--- src/rtl/shift_cmp_sequencer.sv ---
// Sequencer for an iterative 1-bit-per-cycle shifter followed by a signed/unsigned compare.
// Optional build macro SHIFT_CMP_SAT_EN: saturate left-shift results that overflowed.
module shift_cmp_sequencer #(
  parameter int WIDTH = 16,
  parameter int SHW   = 4
) (
  input  logic             clk,
  input  logic             reset,
  input  logic             cmd_valid,
  output logic             cmd_ready,
  input  logic [WIDTH-1:0] cmd_data,
  input  logic [WIDTH-1:0] cmd_thresh,
  input  logic [SHW-1:0]   cmd_shamt,
  input  logic             cmd_dir,
  input  logic             cmd_signed,
  output logic             rsp_valid,
  input  logic             rsp_ready,
  output logic [WIDTH-1:0] rsp_data,
  output logic             rsp_gt,
  output logic             rsp_eq,
  output logic             rsp_ovf,
  output logic             busy
);

  typedef enum logic [1:0] {IDLE, SHIFT, COMPARE, RESP} state_t;

  state_t           state, state_next;
  logic [WIDTH-1:0] work, thresh;
  logic [SHW-1:0]   cnt;
  logic             dir, sgn, ovf;
  logic             accept;
  logic [WIDTH-1:0] step_val, final_val;
  logic             step_ovf, cmp_gt;
`ifdef SHIFT_CMP_SAT_EN
  logic             orig_neg;
`endif

  always_ff @(posedge clk) begin
    if (reset) state <= IDLE;
    else       state <= state_next;
  end

  always_comb begin
    state_next = state;
    cmd_ready  = (state == IDLE) && !reset;
    rsp_valid  = (state == RESP);
    busy       = (state != IDLE);
    accept     = cmd_valid && cmd_ready;
    unique case (state)
      IDLE:    if (accept) state_next = (cmd_shamt != '0) ? SHIFT : COMPARE;
      SHIFT:   if (cnt == SHW'(1)) state_next = COMPARE;
      COMPARE: state_next = RESP;
      RESP:    if (rsp_ready) state_next = IDLE;
      default: state_next = IDLE;
    endcase
  end

  // One shift step; signed left overflow means the sign bit changed.
  always_comb begin
    step_val = work;
    step_ovf = 1'b0;
    if (dir) begin
      step_val = {work[WIDTH-2:0], 1'b0};
      step_ovf = sgn ? (work[WIDTH-1] ^ work[WIDTH-2]) : work[WIDTH-1];
    end else begin
      step_val = {sgn & work[WIDTH-1], work[WIDTH-1:1]};
    end
  end

  always_comb begin
    final_val = work;
`ifdef SHIFT_CMP_SAT_EN
    if (dir && ovf) begin
      if (!sgn)          final_val = '1;
      else if (orig_neg) final_val = {1'b1, {(WIDTH-1){1'b0}}};
      else               final_val = {1'b0, {(WIDTH-1){1'b1}}};
    end
`endif
    cmp_gt = sgn ? ($signed(final_val) > $signed(thresh)) : (final_val > thresh);
  end

  always_ff @(posedge clk) begin
    if (reset) begin
      work     <= '0;
      thresh   <= '0;
      cnt      <= '0;
      dir      <= 1'b0;
      sgn      <= 1'b0;
      ovf      <= 1'b0;
      rsp_data <= '0;
      rsp_gt   <= 1'b0;
      rsp_eq   <= 1'b0;
      rsp_ovf  <= 1'b0;
`ifdef SHIFT_CMP_SAT_EN
      orig_neg <= 1'b0;
`endif
    end else begin
      unique case (state)
        IDLE: if (accept) begin
          work   <= cmd_data;
          thresh <= cmd_thresh;
          cnt    <= cmd_shamt;
          dir    <= cmd_dir;
          sgn    <= cmd_signed;
          ovf    <= 1'b0;
`ifdef SHIFT_CMP_SAT_EN
          orig_neg <= cmd_data[WIDTH-1];
`endif
        end
        SHIFT: begin
          work <= step_val;
          ovf  <= ovf | step_ovf;
          cnt  <= cnt - SHW'(1);
        end
        // Response registers only change here, so they stay put through RESP.
        COMPARE: begin
          rsp_data <= final_val;
          rsp_gt   <= cmp_gt;
          rsp_eq   <= (final_val == thresh);
          rsp_ovf  <= ovf;
        end
        default: ;
      endcase
    end
  end

endmodule

--- config.mk ---
export PLATFORM = sky130hd
export DESIGN_NAME = shift_cmp_sequencer
export DESIGN_NICKNAME = d
export VERILOG_FILES = /design/src/rtl/shift_cmp_sequencer.sv
export SDC_FILE = /design/constraint.sdc
export NUM_CORES = 1
export LEC_CHECK = 0
export CORE_AREA = 8 8 80 118
export CTS_CLUSTER_DIAMETER = 120
export DETAILED_ROUTE_END_ITERATION = 7
export DIE_AREA = 0 0 88 126
export PLACE_DENSITY = 0.65
export SKIP_LAST_GASP = 1
export SYNTH_ARGS = -nofsm -noshare
export SYNTH_HDL_FRONTEND = slang
export SYNTH_SLANG_ARGS = --single-unit
--- constraint.sdc ---
create_clock -name clk -period 3.3 [get_ports clk]
set_clock_uncertainty 0.1 [all_clocks]
set_input_delay 0.33 -clock clk [delete_from_list [all_inputs] [get_ports clk]]
set_output_delay 0.33 -clock clk [all_outputs]
set_load 0.05 [all_outputs]
**Yosys cells after proc, flatten, opt, wreduce, memory -nomap -nowiden**

Cells that the tools add are included.

- Add/sub/neg operators: 1
- Multipliers: 0
- Div/mod/pow operators: 0
- Magnitude comparators: 2
- Equal/unequal tests: 8
- Shifts and indexed selects: 0
- Multiplexer cells: 15
- Bitwise logic cells: 3
- Reduce and logical (&&, ||, !) cells: 10

Operator list:

| cell | count |
|---|---|
| $gt A16 B16 Y1 | 2 |
| $mux W16 | 2 |
| $pmux W16 S2 | 1 |
| $eq A16 B16 Y1 | 1 |
| $mux W2 | 4 |
| $pmux W2 S4 | 1 |
| $pmux W4 S2 | 1 |
| $eq A2 B2 Y1 const B | 2 |
| $eq A4 B1 Y1 const B | 1 |
| $mux W1 | 4 |
| $mux W4 | 1 |
| $ne A2 B2 Y1 const B | 2 |
| $reduce_and A2 Y1 | 2 |
| $reduce_bool A2 Y1 | 2 |
| $reduce_bool A4 Y1 | 1 |
| $sub A4 B1 Y4 const B | 1 |
| $reduce_and A3 Y1 | 1 |
| $eq A2 B1 Y1 const B | 1 |
| $logic_and A1 B1 Y1 | 2 |
| $logic_not A2 Y1 | 1 |
| $ne A2 B1 Y1 const B | 1 |
| $pmux W1 S2 | 1 |
| $and A1 B1 Y1 | 1 |
| $logic_not A1 Y1 | 1 |
| other kinds (2) | 2 |

- Register bits after elaboration: 60
- Bits in latches: 0
- RAM bits: 0
- Memory bits (read-only): 0
- Input bits: 42
- Output and inout bits: 22
- Word-level logic and storage cells: 50
- Memories kept: 0

**Longest topological paths before layout**

Gate-level depths: netlist (run 1).

- Word-level depth: 5
- Depth in mapped cells: 9
- Depth with buffers taken out: 7

**Worst setup path before layout (run 1)**

Ideal clock, no wire load.

- Kind: reg-to-reg
- Start point: reg state[0]
- End point: reg state[0]
- Setup time: 0.128 ns
- Arrival: 2.047 ns
- Required time: 3.072 ns
- Path slack: 1.025 ns
- Stages on the path, launching flop included: 8
- Buffers on the path: 0
- Period minus slack after synthesis: 2.275 ns
- Cell sequence: dfxtp_1 -> inv_1 -> ha_1 -> nor2b_2 -> nand2_2 -> a222oi_1 -> mux2i_1 -> nor2_1

- Cells in the longest elaborated chain, start to end: 5
- Elaborated cells on any way between the ends: 11
- Classes of those cells: eq/ne (6); mux (1); reduce/logical (4)

Ends and longest elaborated chain:

| what | RTL line | text |
|---|---|---|
| start: declaration | 27 | `state_t state, state_next;` |
| start signal: assignment | 40 | `else state <= state_next;` |
| $logic_not A2 Y1 | 45 | `cmd_ready = (state == IDLE) && !reset;` |
| $logic_and A1 B1 Y1 | 45 |  |
| named net cmd_ready | 10 | `output logic cmd_ready,` |
| $logic_and A1 B1 Y1 | 48 | `accept = cmd_valid && cmd_ready;` |
| $ne A2 B2 Y1 (no line) | n/a |  |
| $reduce_and A3 Y1 (no line) | n/a |  |

The timed path passes the listed nets, and every way through them passes these cells.
A chain may end at the register's enable or synchronous reset.

**Final worst setup path (run 1)**

- Start point: reg state[1]
- End point: reg work[1] (netlist: final_val[1])

- Cells in the longest elaborated chain, start to end: 5
- Elaborated cells on any way between the ends: 8
- Classes of those cells: eq/ne (2); mux (1); reduce/logical (5)

Ends and longest elaborated chain:

| what | RTL line | text |
|---|---|---|
| $logic_not A2 Y1 | 45, 98 |  |
| $logic_and A1 B1 Y1 | 45 |  |
| $logic_and A1 B1 Y1 | 48 |  |
| $ne A2 B2 Y1 (no line) | n/a |  |
| $reduce_and A2 Y1 (no line) | n/a |  |
| end signal: assignment | 100 | `work <= cmd_data;` |
| end signal: assignment | 111 | `work <= step_val;` |
| end: declaration | 28 | `logic [WIDTH-1:0] work, thresh;` |

Several ways; a longest one is shown, not always the timed one.

==> qor.txt, run 1 <==
Synth Area in Compound Gates: 0.1845
Hold Buf Count CTS: 0
Setup crit start: state[1]$_SDFFE_PP0P_
asr flop ratio synth: 0
Critical Path Start Type: flop
cell taking the most area after synthesis: dfxtp_1
Fillers: 742
num rows: 40
Reg area: 1201 um2
CP endpoint kind: flop
post-synthesis sequential area ratio: 0.3998
commonest non-fill, non-tap cell in the layout: clkdlybuf4s50_1
Chip Height: 126 um
worst path cell trace: inv_1, ha_1, inv_1, nor2_1, a222oi_1, nor2_1
share of layout cells above drive strength 1: 0.08564
max_cap viols: 0
worst-case clock buffer depth: 2
RSZ-0062 raised after global routing: false
Worst Path Arrival: 2.68 ns
Multi-input gate area: 1617 um2
Adder-Cell Fraction of Synth Area: 0.09579
Worst Setup Path Type: flop to flop
Final Util: 0.5184
most frequent cells in the layout: clkdlybuf4s50_1 (62), dfxtp_1 (60), nor2_1 (48), nand2_1 (30), inv_1 (26)
worst r2r src: state[1]$_SDFFE_PP0P_
largest family of logic cells by synthesized area: compound AO/OA/AOI/OAI gates
CTS tree: yes
Worst EP required: 3.45 ns
leak pwr: 0.001539 uW
Synthesized Nets: 399
HP Class: flop to flop
CTS sink cnt: 60
GRT Util Overall: 0.1464
Post-Route WL: 7800 um
hold path cells: 2
Yosys top cell area share: 0.3998
I/O Pins: 64
Clk Latency, worst-skew pair: 0.32 ns
vias: 2635
Worst slew margin: 0.4308
Post-CTS Setup Bufs: 0
die area: 11090 um2
Fin. Hold Viols: 0
xor/xnor cell area share of the yosys netlist: 0.002915
post-synth cell types: 42
DR WL/cell: 15.54 um
Syn Inst Count: 334
Core Area: 7757 um2
worst hold start: thresh[0]$_SDFFE_PP0P_
Crit-path slowest cell: nor2_1
chip width: 88 um
gpl congestion: 0.7547
top cells by area, synth: dfxtp_1 (40%), ha_1 (9.6%), mux2i_1 (7.3%), nor2_1 (6.0%), a222oi_1 (4.0%)
total negative slack: 0 ns
number of global-route vias before repair: 2641
Root Driver: clkbuf_16
R2R depth: 6
Peak Freq: 0.3963 GHz
Post-synth EDFFs: 0
Nets: 457
Simple-Gate Fraction of Synth Area: 0.1441
status: completed
CP max stage delay: 0.65 ns
PostCTS Resize Cnt: 0
final worst-path cycle share: 0.7647
first-pass GRT wire length: 12790 um
RR Endpoint: final_val[1]$_SDFFE_PP0P_
CTS clock-pin slew for the worst setup and hold paths: 0.05 ns
FF+latch count, synth: 60
IO Port Bufs: 63
Antenna Violating Nets Remaining: 0
htree depth: 3
Main synth FF type: dfxtp_1
Finish-stage setup viols: 0
Post-Syn Area: 3004 um2
Crit Path Max Fanout: 17
initial core utilization: 0.3873
DR vias/cell: 5.249
Worst VDD drop: 0.3986 mV
total CTS buffers: 9
Worst Path Buf+Inv: 2
Antenna Cells: 0
hpwl dp: 5586 um
largest net degree at the start of global routing: 60
Pins Over Slew Limit: 0
drt pass-1 iters: 6
fin crit period: 2.523 ns
worst-margin pin slew: 0.8527 ns
reg2reg setup slack: 0.78 ns
Post-route DRC: 0
Overflow after GRT: 0
synth-to-layout area growth: 33.86%
Post-Syn Area per Cell: 8.994 um2
hold endpoint: thresh[0]$_SDFFE_PP0P_
pwr dens: 747.7 nW/um2
post-synthesis mux area share: 0.1108
initial antenna violation count: 0
Synth Warn #: 0
DRT iter0 DRCs: 251
cell family with most CP delay: simple AND/OR/NAND/NOR gates
## area by class of cell
cell class | count | share of cell area
inverters | 26 | 0.02427
flip-flops and latches | 60 | 0.2987
clock inverters | 4 | 0.01805
clock buffers | 12 | 0.06129
multi-input cells | 228 | 0.4020
repair buffers | 67 | 0.1630
well taps | 105 | 0.03267
## cells by family after synthesis
| kind of cell | count (synthesis) |
|---|---|
| AND/OR/NAND/NOR | 96 |
| AO/OA/AOI/OAI | 76 |
| flip-flops | 60 |
| buffers and inverters | 46 |
| multiplexers | 32 |
| adder cells (fa/ha/maj) | 23 |
| XOR/XNOR | 1 |
## per-layer routing
metal  routed length [um]  up-vias  GRT usage
met5                    0        -          0
met4                  216        0    0.06925
met3                  500       14    0.04688
met2                 3901       79     0.2482
met1                 3182     1228     0.1575
li1                     -     1314          -
## per-stage QoR
step / instances / worst slack [ns] / total power, uW / hold slack, ns / cell area [um2]
after floorplan: 334 / 1.025 / 1736 / 0.3290 / 3004
after global placement: 486 / 0.9332 / 1997 / 0.3567 / 3702
after detailed placement: 486 / 0.8506 / 2017 / 0.3557 / 3702
after CTS: 502 / 0.7980 / 3026 / 0.3518 / 4021
after global routing: 502 / 0.5779 / 3187 / 0.3866 / 4021
final: 502 / 0.7766 / 3007 / 0.3663 / 4021
## state kept, by name, summed over array words and instances (netlist names), 2 cells and up
register and flops:
final_val 16, rsp_data 16, thresh 16, cnt 4, state 2
## worst max path at each step
| stage | to | slack, ns | depth (start not counted) |
|---|---|---|---|
| 2_1_floorplan | state[0]$_SDFFE_PP0P_ | 1.03 | 7 |
| 3_3_place_gp | cnt[0]$_SDFFE_PP0P_ | 0.93 | 6 |
| 3_5_place_dp | cnt[0]$_SDFFE_PP0P_ | 0.85 | 6 |
| 4_1_cts | cmd_ready | 0.80 | 4 |
| 5_1_grt | cnt[0]$_SDFFE_PP0P_ | 0.58 | 6 |
| 6_report | final_val[1]$_SDFFE_PP0P_ | 0.78 | 6 |
## worst register-to-register path, stage by stage, from the launching register on
cell	delay (ns)
dfxtp_1	0.34
inv_1	0.11
ha_1	0.59
inv_1	0.32
nor2_1	0.65
a222oi_1	0.19
nor2_1	0.16
## report_power, final
part           switching, uW  internal [uW]  total, uW  leakage [uW]
Sequential               122            842        964      0.000489
Combinational            616            430       1050      0.000898
Clock                    317            680        997      0.000153
## cell usage after synthesis (2+ instances only)
cell type,n
mux2i_1,22
o21ai_0,7
nor3_1,2
ha_1,23
nand3_1,3
dfxtp_1,60
inv_1,26
o31ai_1,15
nor4b_1,2
nor2_1,48
nor2b_1,3
a211oi_1,7
nand2_1,30
o211ai_1,4
clkbuf_1,9
a21oi_1,17
a222oi_1,12
a21o_1,2
a2111oi_0,2
mux2_2,10
buf_1,2
buf_2,8
Note: power is estimated with default switching activity, not from simulation.
==> inputs of run 2 (changes only) <==
- clock period: 3.3 -> 2.4 ns (I/O delays scaled with it)
==> qor.txt, run 2 (synthesized netlist as in run 1, its figures left out) <==
CTS clock-pin slew for the worst setup and hold paths: 0.05 ns (about the same)
worst path cell trace: ha_1, clkdlybuf4s50_1
Peak Freq: 0.4693 GHz
DR WL/cell: 15.58 um (+0.24%)
vias: 2589 (-1.7%)
Worst Path Buf+Inv: 1 (-1)
Root Driver: clkbuf_16
number of global-route vias before repair: 2659 (+0.68%)
most frequent cells in the layout: dfxtp_1 (60), clkdlybuf4s50_1 (60), nor2_1 (47), nand2_1 (30), inv_1 (26)
Psw: 1464 uW (+39%)
Worst Setup Path Type: flop to primary output
drt pass-1 iters: 5 (-1)
first-pass GRT wire length: 13250 um (+3.6%)
Fillers: 718 (-3.2%)
Final Util: 0.5163 (-0.002097)
share of layout cells above drive strength 1: 0.1022 (+0.01660)
leak pwr: 0.001556 uW (+1.1%)
CTS tree: yes
I/O Pins: 64 (unchanged)
Nets: 461 (+0.88%)
initial core utilization: 0.3873 (unchanged)
Sw Share: 0.3706 (+0.01959)
HP Class: primary input to flop
Crit Path Max Fanout: 4 (-13)
pwr dens: 986.7 nW/um2 (+32%)
IO Port Bufs: 63 (unchanged)
fin crit period: 2.131 ns
synth-to-layout area growth: 33.32%
DRT iter0 DRCs: 220 (-12%)
cell family with most CP delay: buffers and inverters
initial antenna violation count: 0 (unchanged)
Pins Over Slew Limit: 0 (unchanged)
Post-Route WL: 7881 um (+1.0%)
chip width: 88 um (unchanged)
GRT Util Overall: 0.1530 (+0.006608)
Antenna Violating Nets Remaining: 0 (unchanged)
Tot Pwr: 3952 uW (+31%)
final worst-path cycle share: 0.8878
Clk pwr share: 0.293 (-0.039)
Logic pwr share: 0.376 (+0.028)
Chip Height: 126 um (unchanged)
Finish-stage setup viols: 0 (unchanged)
htree depth: 3 (unchanged)
Worst slew margin: 0.5824 (+0.1516)
Critical Path Start Type: flop
Post-route DRC: 0 (unchanged)
total negative slack: 0 ns (unchanged)
CP endpoint kind: primary output
status: completed
Worst VDD drop: 0.5272 mV (+32%)
worst slack at placement: 0.2589 ns (-0.5917 ns)
Clk Latency, worst-skew pair: 0.33 ns (about the same)
hpwl dp: 5780 um (+3.5%)
Worst EP required: 2.06 ns (-1.39 ns)
Fin. Hold Viols: 0 (unchanged)
worst setup margin: 0.2693 ns (-0.5073 ns)
max_cap viols: 0 (unchanged)
gpl congestion: 0.8066 (+6.9%)
Overflow after GRT: 0 (unchanged)
die area: 11090 um2 (unchanged)
total CTS buffers: 9 (unchanged)
worst-case clock buffer depth: 2 (unchanged)
Antenna Cells: 0 (unchanged)
Hold Buf Count CTS: 0 (unchanged)
largest net degree at the start of global routing: 60 (unchanged)
Worst Path Arrival: 1.79 ns (-0.89 ns)
Sequential Power Share: 0.331 (+0.010)
RSZ-0062 raised after global routing: false
num rows: 40 (unchanged)
Int Pwr: 2487 uW (+27%)
Crit-path slowest cell: clkdlybuf4s50_1
CTS sink cnt: 60 (unchanged)
final hold slack: 0.2554 ns (-0.1109 ns)
Core Area: 7757 um2 (unchanged)
CP max stage delay: 0.83 ns (+0.18 ns)
DR vias/cell: 5.117 (-2.5%)
worst-margin pin slew: 0.6264 ns (-0.2263 ns)
run 2: changes by cell type in the layout (fill, tap and decap cells not counted), moves of 2 or more:
cell	before	now
bufinv_16	2	0
clkdlybuf4s50_1	62	60
clkinv_2	1	4
buf_4	4	9
run 2: metrics by stage:
step                      instances  instance area [um2]
after detailed placement        490                 3730
after global routing            506                 4005
after CTS                       506                 4000
after floorplan                 334                 3004
after global placement          490                 3730
final                           506                 4005
run 2: area by class of cell:
class / instances / area, um2 / share of cell area
inverters: 26 / 97.59 / 0.02437
well taps: 105 / 131.4 / 0.03280
clock inverters: 5 / 27.53 / 0.006873
clock buffers: 11 / 242.7 / 0.06061
repair buffers: 71 / 685.7 / 0.1712
flip-flops and latches: 60 / 1201 / 0.2999
multi-input cells: 228 / 1619 / 0.4042
run 2: path summary, 6_finish.rpt:
kind | from | endpoint | slack, ns | cells after the start
worst min-delay path | reset | thresh[0]$_SDFFE_PP0P_ | 0.26 | 5
worst min register to register | thresh[0]$_SDFFE_PP0P_ | thresh[0]$_SDFFE_PP0P_ | 0.38 | 2
worst max register to register | state[0]$_SDFFE_PP0P_ | state[0]$_SDFFE_PP0P_ | 0.29 | 7
worst max-delay path | state[0]$_SDFFE_PP0P_ | rsp_valid | 0.27 | 2
run 2: timing repair:
item                                    4_1_cts  5_1_grt
resized for setup                             0        2
endpoints found under the setup margin        0        3
buffers inserted                              0        0
run 2: tightest hold or removal path, cell delays in order:
cell	delay [ns]
buf_2	0.10
nor2b_2	0.04
nand2_2	0.11
nand3_1	0.09
nand2_1	0.07
run 2: routing by layer:
layer	global-route usage	vias to the layer above	wire length, um
met5	0	-	0
met4	0.07026	0	96
met3	0.03841	8	338
met2	0.2553	45	4090
met1	0.1753	1212	3355
li1	-	1324	-
run 2: power groups by stage:
stage | Combinational (uW) | Clock, uW | Sequential [uW]
3_3_place_gp | 1450 | 0 | 1330
6_report | 1480 | 1160 | 1310
5_1_grt | 1650 | 1230 | 1330
2_1_floorplan | 1060 | 0 | 1330
4_1_cts | 1490 | 1180 | 1310
3_5_place_dp | 1480 | 0 | 1330
==> inputs of run 3 (changes only) <==
- CORE_AREA: 8 8 80 118 -> 2 2 74 112
- CTS_BUF_LIST: not set -> sky130_fd_sc_hd__clkbuf_8
- DIE_AREA: 0 0 88 126 -> 0 0 76 114
==> qor.txt, run 3 (synthesized netlist as in run 1, its figures left out) <==
status: completed
Tot Pwr: 3714 uW (-6.0%)
I/O Pins: 64 (unchanged)
Crit Path Max Fanout: 6 (+2)
CP endpoint: rsp_gt$_SDFFE_PP0P_
R2R depth: 6 (-1)
RR Endpoint: rsp_gt$_SDFFE_PP0P_
htree depth: 3 (unchanged)
chip width: 76 um (-14%)
Fin. Hold Viols: 0 (unchanged)
worst-case clock buffer depth: 2 (unchanged)
Post-Route WL: 7640 um (-3.1%)
Worst Path Arrival: 2.29 ns (+0.50 ns)
Antenna Violating Nets Remaining: 0 (unchanged)
leak pwr: 0.001548 uW (-0.52%)
vias: 2623 (+1.3%)
DRT iter0 DRCs: 176 (-20%)
CTS clock-pin slew for the worst setup and hold paths: 0.07 ns (+0.02 ns)
Sequential Power Share: 0.348 (+0.017)
Core Area: 7757 um2 (unchanged)
gpl congestion: 0.7709 (-4.4%)
share of layout cells above drive strength 1: 0.1037 (+0.001459)
worst r2r src: final_val[15]$_SDFFE_PP0P_
Psw: 1417 uW (-3.2%)
Finish-stage setup viols: 0 (unchanged)
reg2reg setup slack: 0.25 ns (-0.04 ns)
Pins Over Slew Limit: 0 (unchanged)
CTS tree: yes
hpwl dp: 5468 um (-5.4%)
Nets: 466 (+1.1%)
Chip Height: 114 um (-9.5%)
Setup crit start: final_val[15]$_SDFFE_PP0P_
pwr dens: 937.2 nW/um2 (-5.0%)
total CTS buffers: 9 (unchanged)
Worst EP required: 2.54 ns (+0.48 ns)
largest net degree at the start of global routing: 60 (unchanged)
fin crit period: 2.152 ns (+0.02085 ns)
die area: 8664 um2 (-22%)
Sw Share: 0.3816 (+0.01100)
worst hold start: reset
Peak Freq: 0.4648 GHz (-0.97%)
Worst VDD drop: 0.4132 mV (-22%)
number of global-route vias before repair: 2638 (-0.79%)
total negative slack: 0 ns (unchanged)
Worst slew margin: 0.5692 (-0.01325)
Clk pwr share: 0.233 (-0.060)
Post-route DRC: 0 (unchanged)
hold path cells: 5 (unchanged)
Critical Path Start Type: flop
IO Port Bufs: 63 (unchanged)
GRT Util Overall: 0.1901 (+0.03716)
Clk Latency, worst-skew pair: 0.34 ns (about the same)
Logic pwr share: 0.419 (+0.043)
HP Class: primary input to flop
Root Driver: clkbuf_8
worst-margin pin slew: 0.6463 ns (+0.01988 ns)
Overflow after GRT: 0 (unchanged)
most frequent cells in the layout: dfxtp_1 (60), clkdlybuf4s50_1 (60), nor2_1 (48), nand2_1 (30), inv_1 (29)
CTS sink cnt: 60 (unchanged)
initial core utilization: 0.3873 (unchanged)
synth-to-layout area growth: 31.90%
drt pass-1 iters: 5 (unchanged)
Worst Setup Path Type: flop to flop
max_cap viols: 0 (unchanged)
DR WL/cell: 14.98 um (-3.8%)
DR vias/cell: 5.143 (+0.52%)
initial antenna violation count: 0 (unchanged)
RSZ-0062 raised after global routing: false
num rows: 40 (unchanged)
CP endpoint kind: flop
Antenna Cells: 0 (unchanged)
first-pass GRT wire length: 12920 um (-2.5%)
final worst-path cycle share: 0.8965 (+0.008688)
Int Pwr: 2297 uW (-7.7%)
==> run 3: changes by cell type in the layout (fill, tap and decap cells not counted), moves of 3 or more <==
cell,delta
clkinv_2,-3
clkbuf_16,-9
clkbuf_8,+9
buf_4,+4
inv_1,+3
==> run 3: worst min-delay path by stage <==
| stage | to | slack [ns] |
|---|---|---|
| 3_5_place_dp | rsp_eq$_SDFFE_PP0P_ | 0.37 |
| 5_1_grt | thresh[0]$_SDFFE_PP0P_ | 0.29 |
| 4_1_cts | thresh[0]$_SDFFE_PP0P_ | 0.25 |
| 3_3_place_gp | thresh[0]$_SDFFE_PP0P_ | 0.36 |
| 2_1_floorplan | thresh[0]$_SDFFE_PP0P_ | 0.24 |
| 6_report | thresh[0]$_SDFFE_PP0P_ | 0.26 |
==> run 3: routing by layer <==
metal	track usage	wire length, um
met5	0	0
met4	0.1030	243
met3	0.03956	315
met2	0.3274	3801
met1	0.2218	3280
==> run 3: layout make-up <==
cell class                 instances  area (um2)
tap                              105       131.4
fill                             752        3795
clock inverter                     5       46.29
multi-input combinational        228        1617
sequential                        60        1201
clock buffer                      10       137.6
inverter                          26       97.59
timing repair buffer              76       732.0
==> run 3: critical path, cell delays in order, from the launching register on <==
cell	delay (ns)
dfxtp_1	0.38
ha_1	0.39
nand4_2	0.18
nor4_4	0.36
a2111oi_0	0.18
o31a_1	0.16
a311o_1	0.31
==> run 3: power by group through the flow <==
stage	registers [uW]	logic, uW	clock network (uW)
finish	1290	1550	865
global route	1320	1720	932
CTS	1300	1540	891
detailed placement	1320	1520	0
global placement	1310	1490	0
floorplan	1330	1060	0
==> run 3: metrics by stage <==
| stage | hold WS [ns] | std cells | worst slack [ns] | utilization | instance area, um2 |
|---|---|---|---|---|---|
| 2_1_floorplan | 0.2390 | 334 | 0.1250 | - | 3004 |
| 3_3_place_gp | 0.3609 | 493 | 0.3292 | 0.4853 | 3765 |
| 3_5_place_dp | 0.3682 | 493 | 0.2417 | 0.4853 | 3765 |
| 5_1_grt | 0.2858 | 510 | 0.1364 | 0.5108 | 3963 |
| 6_report | 0.2621 | 510 | 0.2485 | 0.5108 | 3963 |
| 4_1_cts | 0.2535 | 508 | 0.2233 | 0.5089 | 3948 |
==> run 3: timing repair <==
| action | CTS | global route |
|---|---|---|
| gates resized for setup | 1 | 0 |
| endpoints found under the setup margin | 1 | 1 |
| buffers inserted | 0 | 2 |
| hold buffers | 0 | 0 |
